### src/rtl/lut_sweeper.sv
// lut_sweeper: serially loaded truth table with direct lookup and a handshaked full-table sweep.
module lut_sweeper #(
  parameter int IN_W = 4
) (
  input  logic            clk,
  input  logic            reset,
  input  logic            cfg_valid,
  input  logic            cfg_bit,
  output logic            cfg_ready,
  output logic            cfg_loaded,
  input  logic [IN_W-1:0] sel,
  output logic            out,
  input  logic            start,
  output logic            sweep_valid,
  input  logic            sweep_ready,
  output logic [IN_W-1:0] sweep_idx,
  output logic            sweep_out,
  output logic [IN_W:0]   ones_count,
  output logic            done
);
  typedef enum logic [1:0] {IDLE, LOAD, SWEEP, DONE} state_t;
  localparam int D = 2**IN_W;
  state_t state_q, state_d;
  logic [D-1:0] tbl_q;
  logic [IN_W-1:0] cnt_q, idx_q, widx;
  logic [IN_W:0] ones_q;
  logic loaded_q, out_q, acc, go, beat;
  assign cfg_ready = state_q == IDLE || state_q == LOAD;
  assign go = state_q == IDLE && start && loaded_q;
  // a granted start steals the cycle from a concurrent config bit
  assign acc = cfg_valid && cfg_ready && !go;
  assign sweep_valid = state_q == SWEEP;
  assign beat = sweep_valid && sweep_ready;
  assign widx = state_q == IDLE ? '0 : cnt_q;
  assign sweep_idx = idx_q;
  assign sweep_out = sweep_valid & tbl_q[idx_q];
  assign ones_count = ones_q;
  assign cfg_loaded = loaded_q;
  assign out = out_q;
  assign done = state_q == DONE;
  always_comb begin
    state_d = state_q;
    case (state_q)
      IDLE:    state_d = go ? SWEEP : acc ? LOAD : IDLE;
      LOAD:    state_d = acc && &cnt_q ? IDLE : LOAD;
      SWEEP:   state_d = beat && &idx_q ? DONE : SWEEP;
      default: state_d = IDLE;
    endcase
  end
  always_ff @(posedge clk or posedge reset)
    if (reset) state_q <= IDLE;
    else state_q <= state_d;
  always_ff @(posedge clk or posedge reset) begin
    if (reset) begin
      tbl_q <= '0;
      cnt_q <= '0;
      idx_q <= '0;
      ones_q <= '0;
      loaded_q <= 1'b0;
      out_q <= 1'b0;
    end else begin
      out_q <= tbl_q[sel];
      if (acc) begin
        tbl_q[widx] <= cfg_bit;
        cnt_q <= widx + IN_W'(1);
        loaded_q <= state_q == LOAD && &cnt_q;
      end
      if (go) begin
        ones_q <= '0;
        idx_q <= '0;
      end
      // idx wraps to 0 on the last beat, keeping it 0 outside SWEEP
      if (beat) begin
        ones_q <= ones_q + {{IN_W{1'b0}}, sweep_out};
        idx_q <= idx_q + IN_W'(1);
      end
    end
  end
endmodule

### config.mk
export PLATFORM = sky130hd
export DESIGN_NAME = lut_sweeper
export DESIGN_NICKNAME = d
export VERILOG_FILES = /design/src/rtl/lut_sweeper.sv
export SDC_FILE = /design/constraint.sdc
export NUM_CORES = 1
export LEC_CHECK = 0
export BUFFER_PORTS_ARGS = -buffer_cell sky130_fd_sc_hd__clkbuf_2
export CAP_MARGIN = 15
export CORE_ASPECT_RATIO = 0.9
export CORE_MARGIN = 2
export CORE_UTILIZATION = 49
export DETAILED_ROUTE_END_ITERATION = 6
export PLACE_DENSITY = 0.7
export SKIP_LAST_GASP = 1
export SLEW_MARGIN = 10
export SYNTH_ARGS = -nofsm -noshare
export SYNTH_HDL_FRONTEND = slang
export SYNTH_SLANG_ARGS = --single-unit
### constraint.sdc
create_clock -name clk -period 2.5 [get_ports clk]
set_clock_uncertainty 0.1 [all_clocks]
set_input_delay 0 -clock clk [delete_from_list [all_inputs] [get_ports clk]]
set_output_delay 0 -clock clk [all_outputs]
set_load 0.05 [all_outputs]
==> results of run 1 <==
==> final timing paths <==
path | to | start | slack [ps] | cells after the start
worst max-delay path | ones_count[2] | sweep_idx[0] | 130 | 8
worst min-delay path | state_q[1] | start | 50 | 3
worst max register to register | ones_count[2] | sweep_idx[0] | 130 | 8
worst min register to register | ones_count[4] | ones_count[4] | 390 | 1
max in group asynchronous | sweep_idx[2] | reset | 1740 | 4
min in group asynchronous | ones_count[0] | reset | 230 | 4
==> metrics by stage <==
stage | instance area (um^2) | setup slack, ps
after CTS | 2160 | 145
after detailed placement | 2030 | 172
final | 2160 | 132
after floorplan | 1890 | -373
after global placement | 2030 | 224
after global routing | 2160 | 4.54
==> synthesized netlist by cell type, drive strengths merged (5+ instances only) <==
cell   instances  area, um^2
o21ai         11        55.1
mux4           6         135
dfrtp         33         826
a21oi          9        45.0
inv            9        33.8
and2           5        31.3
ha             7        87.6
nand3         23         115
mux2          17         191
mux2i          7        70.1
nand2         11        41.3
buf            6        43.8
==> timing repair <==
action / in CTS / in global routing
hold endpoints to repair: 35 / 0
hold buffers: 4 / 0
endpoints found under the setup margin: 0 / 2
buffers inserted: 0 / 1
resized for setup: 0 / 0
==> final cells by class <==
cell class,count,area (um^2)
sequential,33,828
clock buffer,7,86.3
tap,46,57.6
timing repair buffer,31,183
fill,331,1520
inverter,9,33.8
multi-input combinational,122,975
==> critical path, stage by stage (launching register included) <==
cell	delay [ps]
dfrtp_2	520
mux2i_1	180
mux4_2	520
a211oi_4	240
ha_2	240
ha_4	140
nor2_1	40
o21ai_0	140
o21ai_0	110
==> cell families after synthesis <==
family | synth area share (%)
AND/OR/NAND/NOR | 14.1
flip-flops | 44.2
AO/OA/AOI/OAI | 10.5
multiplexers | 21.2
buffers and inverters | 4.76
adder cells (fa/ha/maj) | 4.69
XOR/XNOR | 0.469
==> power groups by stage <==
stage | sequential (mW) | clock, mW | combinational [mW]
after floorplan | 1.07 | 0 | 0.741
after global placement | 0.996 | 0 | 1.01
after detailed placement | 1.01 | 0 | 1.04
after CTS | 1.00 | 0.414 | 1.06
after global routing | 1.04 | 0.450 | 1.17
final | 1.00 | 0.406 | 1.07
==> metal layers <==
| metal | routed length, um | part of all wire, % | vias up | track usage, % |
|---|---|---|---|---|
| met4 | 73 | 1.8 | 0 | 8.09 |
| met2 | 1860 | 47 | 41 | 29.8 |
| met1 | 1860 | 47 | 700 | 28.8 |
| met3 | 189 | 4.7 | 8 | 5.32 |
| li1 | - | - | 686 | - |
| met5 | 0 | 0 | - | 0 |
==> registers in the layout (all words and copies together) (netlist names) <==
name,flops
out,1
cnt_q,4
cfg_loaded,1
state_q,2
tbl_q,16
ones_count,5
sweep_idx,4
==> results.sh, run 1 <==
export IMPL_fin_crit_ps=2370
export IMPL_antenna_cells=0
export IMPL_die_y_um=62.6
export IMPL_clock_sinks=33
export IMPL_layout_commonest_cell="dfrtp_1"
export IMPL_clk_latency_ps=280
export IMPL_synthArstFlopShare_pct=100
export IMPL_hp_class="primary input to flip-flop"
export IMPL_area_growth_pct=15.9
export IMPL_synth_nets=190
export IMPL_seq_power_share_pct=40.5
export IMPL_setup_tns_ps=0
export IMPL_p_leak_nw=0.986
export IMPL_max_slew_margin_pct=56.4
export IMPL_rows=21
export IMPL_dieWidth_um=69.1
export IMPL_drtAntennaViolNets=0
export IMPL_initial_utilization_pct=50.7
export IMPL_yosysUniqueCellTypes=33
export IMPL_core_um2=3680
export IMPL_gp_congestion=0.864
export IMPL_post_route_util_pct=58.8
export IMPL_power_mw=2.47
export IMPL_cts_tree="done"
export IMPL_numPortBuffers=24
export IMPL_htreeDepth=2
export IMPL_cp_end_kind="flip-flop"
export IMPL_hold_violations=0
export IMPL_p_per_area_nw_per_um2=1140
export IMPL_crit_type="flip-flop to flip-flop"
export IMPL_grt_pass1_vias=1380
export IMPL_p_int_mw=1.44
export IMPL_synthCells=173
export IMPL_power_switching_mw=1.03
export IMPL_final_cell_mix="dfrtp_1, clkbuf_2, nand3_1"
export IMPL_grt_max_degree=34
export IMPL_combPwrFrac_pct=43.1
export IMPL_io_pins=25
export IMPL_viasPerCell=5.79
export IMPL_drv_slew=0
export IMPL_clockBufferDepth=2
export IMPL_drc=0
export IMPL_wirelength_um=3990
export IMPL_finalNonFillerCells=248
export IMPL_grt_ovfl_total=0
export IMPL_vias=1435
export IMPL_drive_gt1_share_pct=31.2
export IMPL_cts_made_buffers=5
export IMPL_rsz0062_at_grt="false"
export IMPL_post_route_period_util_pct=94.7
export IMPL_drt_iter0_markers=80
export IMPL_synth_avg_cell_area_um2=10.8
export IMPL_grt_pass1_wl_um=6910
export IMPL_clk_pin_slew_ps=70
export IMPL_grt_total_usage_pct=20.3
export IMPL_firstDrtPassIters=4
export IMPL_die_area_um2=4320
export IMPL_cp_arrival_ps=2420
export IMPL_yosys_warnings=0
export IMPL_p_clk_share_pct=16.4
export IMPL_routedWlPerCell_um=16.1
export IMPL_hpwl_um=2880
export IMPL_dp_cells=236
export IMPL_synth_seq_cells=33
export IMPL_path_max_fanout=13
export IMPL_max_freq_mhz=422
export IMPL_yosysSeqAreaShare_pct=44.2
export IMPL_fin_nets=219
export IMPL_worst_slew_pin_slew_ps=653
export IMPL_cp_required_ps=2550
export IMPL_maxCapViolations=0
export IMPL_root_buffer="clkbuf_8"
export IMPL_fin_hold_ws_ps=50.7
export IMPL_ir_worst_vdd_mv=0.510
export IMPL_switching_share_pct=41.6
export IMPL_crit_path_start_kind="flip-flop"
export IMPL_report_final_setup_viol=0
export IMPL_antenna_found_initial=0
export IMPL_status="completed"
export IMPL_synth_edf_count=0
export IMPL_synth_ff_type="dfrtp_1"
export IMPL_netlist_area_um2=1870
Note: power is estimated with default switching activity, not from simulation.
==> run 2: changes to the inputs <==
--- a/config.mk
+++ b/config.mk
@@ -10,6 +10,7 @@
 export CORE_ASPECT_RATIO = 0.9
 export CORE_MARGIN = 2
 export CORE_UTILIZATION = 49
+export CTS_BUF_LIST = sky130_fd_sc_hd__clkbuf_2 sky130_fd_sc_hd__clkbuf_4 sky130_fd_sc_hd__clkbuf_8
 export DETAILED_ROUTE_END_ITERATION = 6
 export PLACE_DENSITY = 0.7
 export SKIP_LAST_GASP = 1
==> run 2 against run 1 <==
Non-clock buffer count is the same. Sequential power is essentially flat. Utilization grew 0.10 points. Final area grew 0.17%. Final cell count is the same. Clock power grew 2%. Largest cell class unchanged. Highest routed layer unchanged.
==> results.sh, run 2 (same netlist as run 1, synthesis figures left out) <==
export IMPL_crit_type="flip-flop to flip-flop"
export IMPL_finalNonFillerCells=248
export IMPL_hp_class="primary input to flip-flop"
export IMPL_post_route_util_pct=58.9
export IMPL_root_buffer="clkbuf_8"
export IMPL_post_route_period_util_pct=94.6
export IMPL_drt_iter0_markers=112
export IMPL_routed_wl_met2_um=1830
export IMPL_drtAntennaViolNets=0
export IMPL_setup_worst_path_start="sweep_idx[0]"
export IMPL_clock_sinks=33
export IMPL_cts_tree="done"
export IMPL_clk_latency_ps=280
export IMPL_rsz0062_at_grt="false"
export IMPL_wl_met3_um=213
export IMPL_drc=0
export IMPL_cp_end_kind="flip-flop"
export IMPL_antenna_found_initial=0
export IMPL_clk_pin_slew_ps=70
export IMPL_min_delay_start="start"
export IMPL_htreeDepth=2
export IMPL_die_area_um2=4320
export IMPL_dieWidth_um=69.1
export IMPL_status="completed"
export IMPL_wirelength_um=4010
export IMPL_grt_total_usage_pct=20.5
export IMPL_antenna_cells=0
export IMPL_grt_ovfl_total=0
export IMPL_cts_made_buffers=5
export IMPL_max_freq_mhz=423
export IMPL_rows=21
export IMPL_path_cells="mux2i_1 > mux4_2 > a211oi_4 > ha_2 > ha_4 > nor2_1 > o21ai_0 > o21ai_0"
export IMPL_final_cell_mix="dfrtp_1, clkbuf_2, nand3_1"
export IMPL_fin_crit_ps=2360
export IMPL_core_um2=3680
export IMPL_ir_worst_vdd_mv=0.511
export IMPL_slowest_delay_ps=520
export IMPL_p_per_area_nw_per_um2=1150
export IMPL_fin_nets=219
export IMPL_maxCapViolations=0
export IMPL_report_final_setup_viol=0
export IMPL_cp_required_ps=2550
export IMPL_grt_pass1_wl_um=6970
export IMPL_viasPerCell=5.92
export IMPL_r2r_start="sweep_idx[0]"
export IMPL_crit_family="multiplexers"
export IMPL_layout_commonest_cell="dfrtp_1"
export IMPL_top_layer="met4"
export IMPL_clockBufferDepth=2
export IMPL_largest_reg_flops=16
export IMPL_routedWlPerCell_um=16.2
export IMPL_p_leak_nw=0.990
export IMPL_crit_path_start_kind="flip-flop"
export IMPL_grt_max_degree=34
export IMPL_crit_top_cell="o21ai_0"
export IMPL_dp_cells=236
export IMPL_hpwl_um=2880
export IMPL_crit_slowest_cell="dfrtp_2"
export IMPL_path_max_fanout=13
export IMPL_fin_hold_ws_ps=46.6
export IMPL_hold_violations=0
export IMPL_worst_slew_pin_slew_ps=656
export IMPL_cp_arrival_ps=2420
export IMPL_wl_met1_um=1850
export IMPL_numPortBuffers=24
export IMPL_drive_gt1_share_pct=31.7
export IMPL_grt_pass1_vias=1404
export IMPL_gp_congestion=0.864
export IMPL_area_growth_pct=16.1
export IMPL_io_pins=25
export IMPL_initial_utilization_pct=50.7
export IMPL_firstDrtPassIters=4
export IMPL_die_y_um=62.6
export IMPL_drv_slew=0
export IMPL_top_register="tbl_q"
export IMPL_nFillCells=330
export IMPL_vias=1468
export IMPL_max_slew_margin_pct=56.2
export IMPL_path_buf_inv=0
[run 2: path summary, 6_finish.rpt]
path,slack [ps],end,cells after the start
min in group asynchronous,230,cnt_q[2],4
max in group asynchronous,1740,sweep_idx[2],4
min,50,state_q[1],3
min reg2reg,390,ones_count[4],1
max,140,ones_count[2],8
max reg2reg,140,ones_count[2],8
[run 2: final cells by class]
| type | count | area [um^2] | share of cell area [%] |
|---|---|---|---|
| multi-input combinational | 122 | 975 | 45.0 |
| sequential | 33 | 828 | 38.2 |
| timing repair buffer | 31 | 183 | 8.43 |
| clock buffer | 7 | 90.1 | 4.16 |
| tap | 46 | 57.6 | 2.66 |
| inverter | 9 | 33.8 | 1.56 |
[run 2: tightest hold or removal path: stages]
cell      delay, ps
clkbuf_2         90
nand3_1         210
nand2_1          80
[run 2: report_power, final]
part	internal, mW	switching [mW]
registers	0.742	0.262
clock network	0.229	0.186
logic	0.485	0.584
[run 2: repair_timing]
action                                  in CTS  in global routing
hold buffers                                 4                  0
gates resized for setup                      0                  0
endpoints found under the setup margin       0                  2
hold endpoints to repair                    35                  0
buffers inserted                             0                  1
[run 2: stage by stage]
| stage | power, mW | worst slack (ps) | TNS, ps | area (um^2) |
|---|---|---|---|---|
| finish | 2.49 | 135 | 0 | 2170 |
| global route | 2.68 | 4.43 | 0 | 2170 |
| CTS | 2.49 | 145 | 0 | 2160 |
| detailed placement | 2.05 | 172 | 0 | 2030 |
| global placement | 2.00 | 224 | 0 | 2030 |
| floorplan | 1.81 | -373 | -1480 | 1890 |
[run 2: per-layer routing]
| layer | vias to the layer above | GRT usage, % |
|---|---|---|
| met1 | 713 | 29.1 |
| met4 | 0 | 9.80 |
| met2 | 55 | 29.3 |
| li1 | 685 | - |
| met3 | 15 | 5.16 |
| met5 | - | 0 |
